**config.mk**
```make
export PLATFORM = sky130hd
export DESIGN_NAME = countdown_timer
export DESIGN_NICKNAME = d
export VERILOG_FILES = /design/src/rtl/countdown_timer_pkg.sv /design/src/rtl/countdown_core.sv /design/src/rtl/countdown_timer.sv
export SDC_FILE = /design/constraint.sdc
export NUM_CORES = 1
export LEC_CHECK = 0
export CAP_MARGIN = 20
export CORE_MARGIN = 8
export CORE_UTILIZATION = 44
export CTS_CLUSTER_DIAMETER = 150
export DETAILED_ROUTE_END_ITERATION = 10
export PLACE_DENSITY_LB_ADDON = 0.08
export SLEW_MARGIN = 20
export SYNTH_ARGS = -nofsm -noshare
export SYNTH_HDL_FRONTEND = slang
export SYNTH_SLANG_ARGS = --single-unit
```
**constraint.sdc**
```tcl
create_clock -name clk -period 3.4 [get_ports clk]
set_clock_uncertainty 0.1 [all_clocks]
set_input_delay 1.02 -clock clk [delete_from_list [all_inputs] [get_ports clk]]
set_output_delay 1.02 -clock clk [all_outputs]
set_load 0.01 [all_outputs]
```
**src/rtl/countdown_timer_pkg.sv**
```systemverilog
// Shared timer/counter definitions: FSM state encodings and default datapath width.
// Imported by countdown_timer, countdown_core and sibling counter blocks.
package countdown_timer_pkg;

  localparam int CNT_W_DEFAULT = 8;

  typedef enum logic {
    ST_IDLE = 1'b0,
    ST_RUN  = 1'b1
  } state_t;

endpackage

```
**src/rtl/countdown_core.sv**
```systemverilog
// Countdown datapath: count register with clear/load/reload/decrement mux and terminal (count==1) flag.
// Single-cycle update; priority clr > load > reload > dec; no wrap below zero in normal use.
module countdown_core
  import countdown_timer_pkg::*;
#(
  parameter int w = CNT_W_DEFAULT
) (
  input  logic         clk,
  input  logic         rst,
  input  logic         clr,
  input  logic         load,
  input  logic [w-1:0] load_value,
  input  logic         reload,
  input  logic [w-1:0] reload_value,
  input  logic         dec,
  output logic [w-1:0] count,
  output logic         term
);

  always_ff @(posedge clk) begin
    if (rst) begin
      count <= '0;
    end else if (clr) begin
      count <= '0;
    end else if (load) begin
      count <= load_value;
    end else if (reload) begin
      count <= reload_value;
    end else if (dec) begin
      count <= count - 1'b1;
    end
  end

  assign term = (count == {{(w-1){1'b0}}, 1'b1});

endmodule

```
**src/rtl/countdown_timer.sv**
```systemverilog
// Loadable countdown timer with one-cycle registered done pulse on expiry; optional periodic
// mode under COUNTDOWN_AUTO_RELOAD_EN. Priority rst > stop > load > en.
module countdown_timer
  import countdown_timer_pkg::*;
#(
  parameter int w = CNT_W_DEFAULT
) (
  input  logic         clk,
  input  logic         rst,
  input  logic         load,
  input  logic [w-1:0] load_value,
  input  logic         en,
  input  logic         stop,
  output logic [w-1:0] count,
  output logic         busy,
  output logic         done
);

  state_t       state;
  logic         term;
  logic         core_load;
  logic         core_dec;
  logic         core_reload;
  logic [w-1:0] reload_value;

  assign core_load = load & ~stop;
  assign core_dec  = (state == ST_RUN) & en & ~stop & ~load;

`ifdef COUNTDOWN_AUTO_RELOAD_EN
  logic [w-1:0] reload_q;

  always_ff @(posedge clk) begin
    if (rst) begin
      reload_q <= '0;
    end else if (core_load) begin
      reload_q <= load_value;
    end
  end

  assign reload_value = reload_q;
  assign core_reload  = core_dec & term;
`else
  assign reload_value = '0;
  assign core_reload  = 1'b0;
`endif

  countdown_core #(.w(w)) u_core (
    .clk          (clk),
    .rst          (rst),
    .clr          (stop),
    .load         (core_load),
    .load_value   (load_value),
    .reload       (core_reload),
    .reload_value (reload_value),
    .dec          (core_dec),
    .count        (count),
    .term         (term)
  );

  always_ff @(posedge clk) begin
    if (rst) begin
      state <= ST_IDLE;
      busy  <= 1'b0;
      done  <= 1'b0;
    end else begin
      done <= 1'b0;
      if (stop) begin
        state <= ST_IDLE;
        busy  <= 1'b0;
      end else if (load) begin
        // A zero-length interval expires immediately without entering RUN.
        if (load_value != '0) begin
          state <= ST_RUN;
          busy  <= 1'b1;
        end else begin
          state <= ST_IDLE;
          busy  <= 1'b0;
          done  <= 1'b1;
        end
      end else if (state == ST_RUN && en && term) begin
        done <= 1'b1;
`ifndef COUNTDOWN_AUTO_RELOAD_EN
        state <= ST_IDLE;
        busy  <= 1'b0;
`endif
      end
    end
  end

endmodule

```
==> results of run 1 <==
==> tightest hold or removal path, stage by stage, from the launching register on <==
cell      delay, ps
dfxtp_1         330
xnor2_1         170
a211oi_1         60
==> area by class of cell <==
| cell class | count | area [um^2] |
|---|---|---|
| sequential | 10 | 200 |
| timing repair buffer | 22 | 220 |
| multi-input combinational | 49 | 347 |
| tap | 15 | 18.8 |
| inverter | 4 | 15.0 |
| fill | 100 | 415 |
| clock buffer | 4 | 36.3 |
==> power by group through the flow <==
stage	registers [W]	logic [W]	clock network [W]
after global routing	0.000129	0.0000642	0.000115
after CTS	0.000127	0.0000591	0.000109
final	0.000127	0.0000583	0.000109
after floorplan	0.000131	0.0000272	0
after global placement	0.000130	0.0000585	0
after detailed placement	0.000130	0.0000586	0
==> path summary, 6_finish.rpt <==
kind,depth (start not counted),to
worst max-delay path,5,u_core.count[7]
worst min-delay path,2,u_core.count[6]
worst max register to register,4,done
worst min register to register,2,u_core.count[6]
==> metal layers <==
| layer | track usage, % | vias to the layer above |
|---|---|---|
| met5 | 0 | - |
| met4 | 3.98 | 0 |
| met3 | 4.27 | 2 |
| met2 | 18.8 | 12 |
| met1 | 14.0 | 251 |
| li1 | - | 284 |
==> cells in the mapped netlist <==
cell	count
a2111oi_2	1
a211o_1	1
a211oi_1	4
a21oi_1	5
a311oi_1	1
a31oi_1	1
clkbuf_1	3
dfxtp_1	10
ha_1	2
inv_1	4
nand2_1	5
nand3_1	1
nor2_1	6
nor3_1	4
nor3b_2	1
nor4_4	1
nor4b_1	1
o21ai_0	1
or2_2	3
or4_1	3
or4_4	1
xnor2_1	7
==> kinds of logic (layout without fill, tap and decap cells) <==
group | after synthesis | after routing | synth area share [%]
buffers and inverters | 7 | 30 | 4.58
AO/OA/AOI/OAI | 14 | 14 | 17.2
adder cells (fa/ha/maj) | 2 | 2 | 4.37
XOR/XNOR | 7 | 7 | 10.7
AND/OR/NAND/NOR | 26 | 26 | 28.2
flip-flops | 10 | 10 | 34.9
==> flip-flops by register name (all words and copies together), names as in the netlist <==
register and flops:
done 1, state 1, u_core.count 8
==> per-stage QoR <==
step / setup slack [ps] / cell area [um^2] / total power [W]
after floorplan: 1190 / 573 / 0.000159
after global placement: 693 / 801 / 0.000189
after detailed placement: 644 / 801 / 0.000189
after CTS: 915 / 837 / 0.000296
after global routing: 777 / 837 / 0.000307
final: 922 / 837 / 0.000295
==> reports/results.txt, run 1 <==
status: complete, no violations
Layout area overhead: 46.1%
Top Metal Used: met4
Avg Inst Size Synth: 8.68 um^2
RD Place Congestion: 0.795
hold_buf cts: 0
total core area: 0.00125 mm^2
syn_nets: 81
register bit total from synthesis: 10
Internal Dissipation: 0.000220 W
Final nets: 105
leakage power: 0.279 nW
Reg clk slew, reported paths: 80 ps
first-pass GRT wire length: 2470 um
R2R Setup Slk: 1490 ps
HP Class: reg2reg
GRT Total Usage: 11.7%
sequential area share after synthesis: 34.9%
arrival time worst endpoint: 2540 ps
CP Buf/Inv Count: 1
layout cells sized above 1: 12.4%
final setup violating endpoints: 0
M1 wire length: 631 um
Mapped Cells: 66
max incr delay on CP: 570 ps
Switch Pwr: 0.0000749 W
Fmax: 404 MHz
HPWL Detailed: 1160 um
fin util: 66.8%
latest clock arrival within the worst-skew pair: 260 ps
largest area contributor in the netlist: dfxtp_1
most common cell after layout, fill and taps aside: clkdlybuf4s50_1
total of max-cap violations: 0
Largest delay share family, worst path: buffers and inverters
Setup Crit Path Kind: in2reg
Rel. slew slack: 68.7%
most frequent cells in the layout: 22 x clkdlybuf4s50_1, 10 x dfxtp_1, 7 x xnor2_1
Slowest cell on crit path: clkdlybuf4s50_1
top cell type's share of synthesized area: 34.9%
clock group share of total power: 37.1%
fin crit share: 72.9%
Port Buffers: 22
critical-path cell list: clkdlybuf4s50_1 -> nand2_1 -> nor4_4 -> xnor2_1 -> a2111oi_2
DR WL met3: 108 um
crit path max fanout: 6
reg2reg start: u_core.count[3]
clk sinks: 10
Yosys cell types: 22
Placed Cells: 100
final WL: 1440 um
Vias: 549
die area: 0.00271 mm^2
Avg Vias per Cell: 5.28
maximum clock path buffer count: 2
vias in the first global route: 539
CTS H-Tree Depth: 1
final cell count without fillers: 104
die height: 52.1 um
Sw Share: 25.4%
crit path launch type: input port
DR WL/cell: 13.8 um
First DRT Iteration DRCs: 9
CTS Buf Count: 3
FP Rows: 13
Power Dens Cells: 352 mW/mm^2
setup_tns: 0 ps
final hold vios: 0
Worst Max-Slew Pin Slew: 463 ps
endpoint class of the critical path: flop
Initial Util: 45.8%
synth warn: 0
Setup Buffers After CTS: 0
hold path start: u_core.count[6]
CP required: 3470 ps
Die X: 52.1 um
Post-Syn Area: 573 um^2
Gate power share: 19.8%
register share of total power: 43.2%
drt drc: 0
hold slack: 505 ps
largest cells by area after synthesis: dfxtp_1 35%, xnor2_1 11%, a211oi_1 5.2%, a21oi_1 4.4%, ha_1 4.4%
diode count: 0
drt pass-1 iters: 2
Slew Viols, Final: 0
Routed Antenna Nets: 0
Critical Path Start: en
num ports: 23
total congestion overflow: 0
Gates resized, CTS repair: 0
fin crit period: 2480 ps
CTS tree: built
initial antenna violation count: 0
worst vdd ir: 0.000182 V
met2 wire length: 683 um
RSZ-0062 raised after global routing: false
Root Driver: clkbuf_4
pin count of the biggest net entering global routing: 13
No activity file was read; power rests on OpenSTA's default activity.
==> inputs of run 2 (changes only) <==
--- a/config.mk
+++ b/config.mk
@@ -7,7 +7,7 @@
 export LEC_CHECK = 0
 export CAP_MARGIN = 20
 export CORE_MARGIN = 8
-export CORE_UTILIZATION = 44
+export CORE_UTILIZATION = 41
 export CTS_CLUSTER_DIAMETER = 150
 export DETAILED_ROUTE_END_ITERATION = 10
 export PLACE_DENSITY_LB_ADDON = 0.08
==> constraint.sdc (replaced) <==
create_clock -name clk -period 2.4 [get_ports clk]
set_clock_uncertainty 0.1 [all_clocks]
set_input_delay 0.72 -clock clk [delete_from_list [all_inputs] [get_ports clk]]
set_output_delay 0.72 -clock clk [all_outputs]
set_load 0.01 [all_outputs]
==> run 2 against run 1 <==
Against the previous run:
- sequential power up 42%
- die area is 5.0% higher
- hold slack better by 4.6 ps
- critical endpoint is now busy
- largest power group unchanged
==> reports/results.txt, run 2 (synthesis gave the netlist of run 1 again) <==
Routed Antenna Nets: 0 (unchanged)
Rel. slew slack: 71.5% (+2.8 points)
final setup violating endpoints: 0 (unchanged)
GRT Total Usage: 11.5% (-0.30 points)
Fmax: 471 MHz
Setup Crit Path Kind: reg2out
Final nets: 110 (+4.8%)
num ports: 23 (unchanged)
worst vdd ir: 0.000369 V (+100%)
hold_buf cts: 0 (unchanged)
Die X: 53.4 um (+2.5%)
Regs by FF count: u_core.count: 8 flops, done: 1 flops, state: 1 flops
CP required: 1580 ps (-1890 ps)
max incr delay on CP: 590 ps (+20 ps)
clk sinks: 10 (unchanged)
HPWL Detailed: 1190 um (+3.0%)
Largest register FFs: 8 (unchanged)
most common cell after layout, fill and taps aside: clkdlybuf4s50_1
layout cells sized above 1: 17.0% (+4.7 points)
hold slack: 510 ps (+4.64 ps)
Power Dens Cells: 490 mW/mm^2 (+39%)
setup_tns: 0 ps (unchanged)
RSZ-0062 raised after global routing: false
CP Buf/Inv Count: 1 (unchanged)
Root Driver: clkbuf_4
Slowest cell on crit path: clkdlybuf4s50_1
RD Place Congestion: 0.736 (-7.4%)
die area: 0.00285 mm^2 (+5.0%)
CTS tree: built
fin crit period: 2120 ps
initial antenna violation count: 0 (unchanged)
total core area: 0.00130 mm^2 (+3.9%)
Reg clk slew, reported paths: 70 ps (about the same)
Slew Viols, Final: 0 (unchanged)
Largest Register: u_core.count
crit path launch type: flop
status: complete, no violations
fin area: 875 um^2 (+4.5%)
Worst Max-Slew Pin Slew: 422 ps (-41.3 ps)
Largest delay share family, worst path: buffers and inverters
Port Buffers: 22 (unchanged)
Vias: 574 (+4.6%)
fin crit share: 88.4%
Layout area overhead: 52.6%
Setup Buffers After CTS: 0 (unchanged)
most frequent cells in the layout: 22 x clkdlybuf4s50_1, 10 x dfxtp_1, 7 x xnor2_1
Gates resized, CTS repair: 0 (unchanged)
first-pass GRT wire length: 2460 um (-0.28%)
total of max-cap violations: 0 (unchanged)
drt pass-1 iters: 3 (+1)
setup ws final: 279 ps (-643 ps)
vias in the first global route: 592 (+9.8%)
arrival time worst endpoint: 1300 ps (-1240 ps)
drt drc: 0 (unchanged)
diode count: 0 (unchanged)
leakage power: 0.303 nW (+8.4%)
pin count of the biggest net entering global routing: 13 (unchanged)
crit path max fanout: 7 (+1)
Avg Vias per Cell: 5.27 (-0.24%)
dpl cell area: 838 um^2 (+4.7%)
maximum clock path buffer count: 2 (unchanged)
First DRT Iteration DRCs: 21 (+12)
latest clock arrival within the worst-skew pair: 270 ps (about the same)
final hold vios: 0 (unchanged)
CTS H-Tree Depth: 1 (unchanged)
critical-path cell list: clkdlybuf4s50_1
die height: 53.4 um (+2.5%)
CTS Buf Count: 3 (unchanged)
endpoint class of the critical path: primary output
DR WL/cell: 14.2 um (+2.6%)
HP Class: reg2reg
fin util: 67.2% (+0.38 points)
final WL: 1540 um (+7.5%)
dpl ws: 0.762 ps (-643 ps)
FP Rows: 13 (unchanged)
Initial Util: 44.0% (-1.7 points)
total congestion overflow: 0 (unchanged)
[run 2: routing by layer]
metal  global-route usage [%]  routed length (um)
met1                     12.4                 666
met2                     19.3                 731
met3                     4.20                 122
met4                     5.04                  23
met5                        0                   0
[run 2: power breakdown]
part | internal [W] | switching [W] | total (W)
logic | 0.0000521 | 0.0000372 | 0.0000893
clock network | 0.0000922 | 0.0000663 | 0.000159
registers | 0.000173 | 0.00000781 | 0.000180
total | 0.000317 | 0.000111 | 0.000428
[run 2: final cells by class]
class                   instances  area (um^2)
clock buffers                   4         36.3
repair buffers                 27          258
flip-flops and latches         10          200
multi-input cells              49          347
inverters                       4         15.0
fillers                       122          427
well taps                      15         18.8
[run 2: worst paths after layout]
kind	cells past startpoint	slack, ps	end	start
min	2	510	u_core.count[6]	u_core.count[6]
max	1	280	busy	state
min reg2reg	2	510	u_core.count[6]	u_core.count[6]
max reg2reg	4	540	done	u_core.count[3]
[run 2: stage by stage]
stage	power (W)	std cells
after global placement	0.000273	105
after CTS	0.000432	109
final	0.000428	109
after global routing	0.000450	109
after floorplan	0.000225	66
after detailed placement	0.000274	105
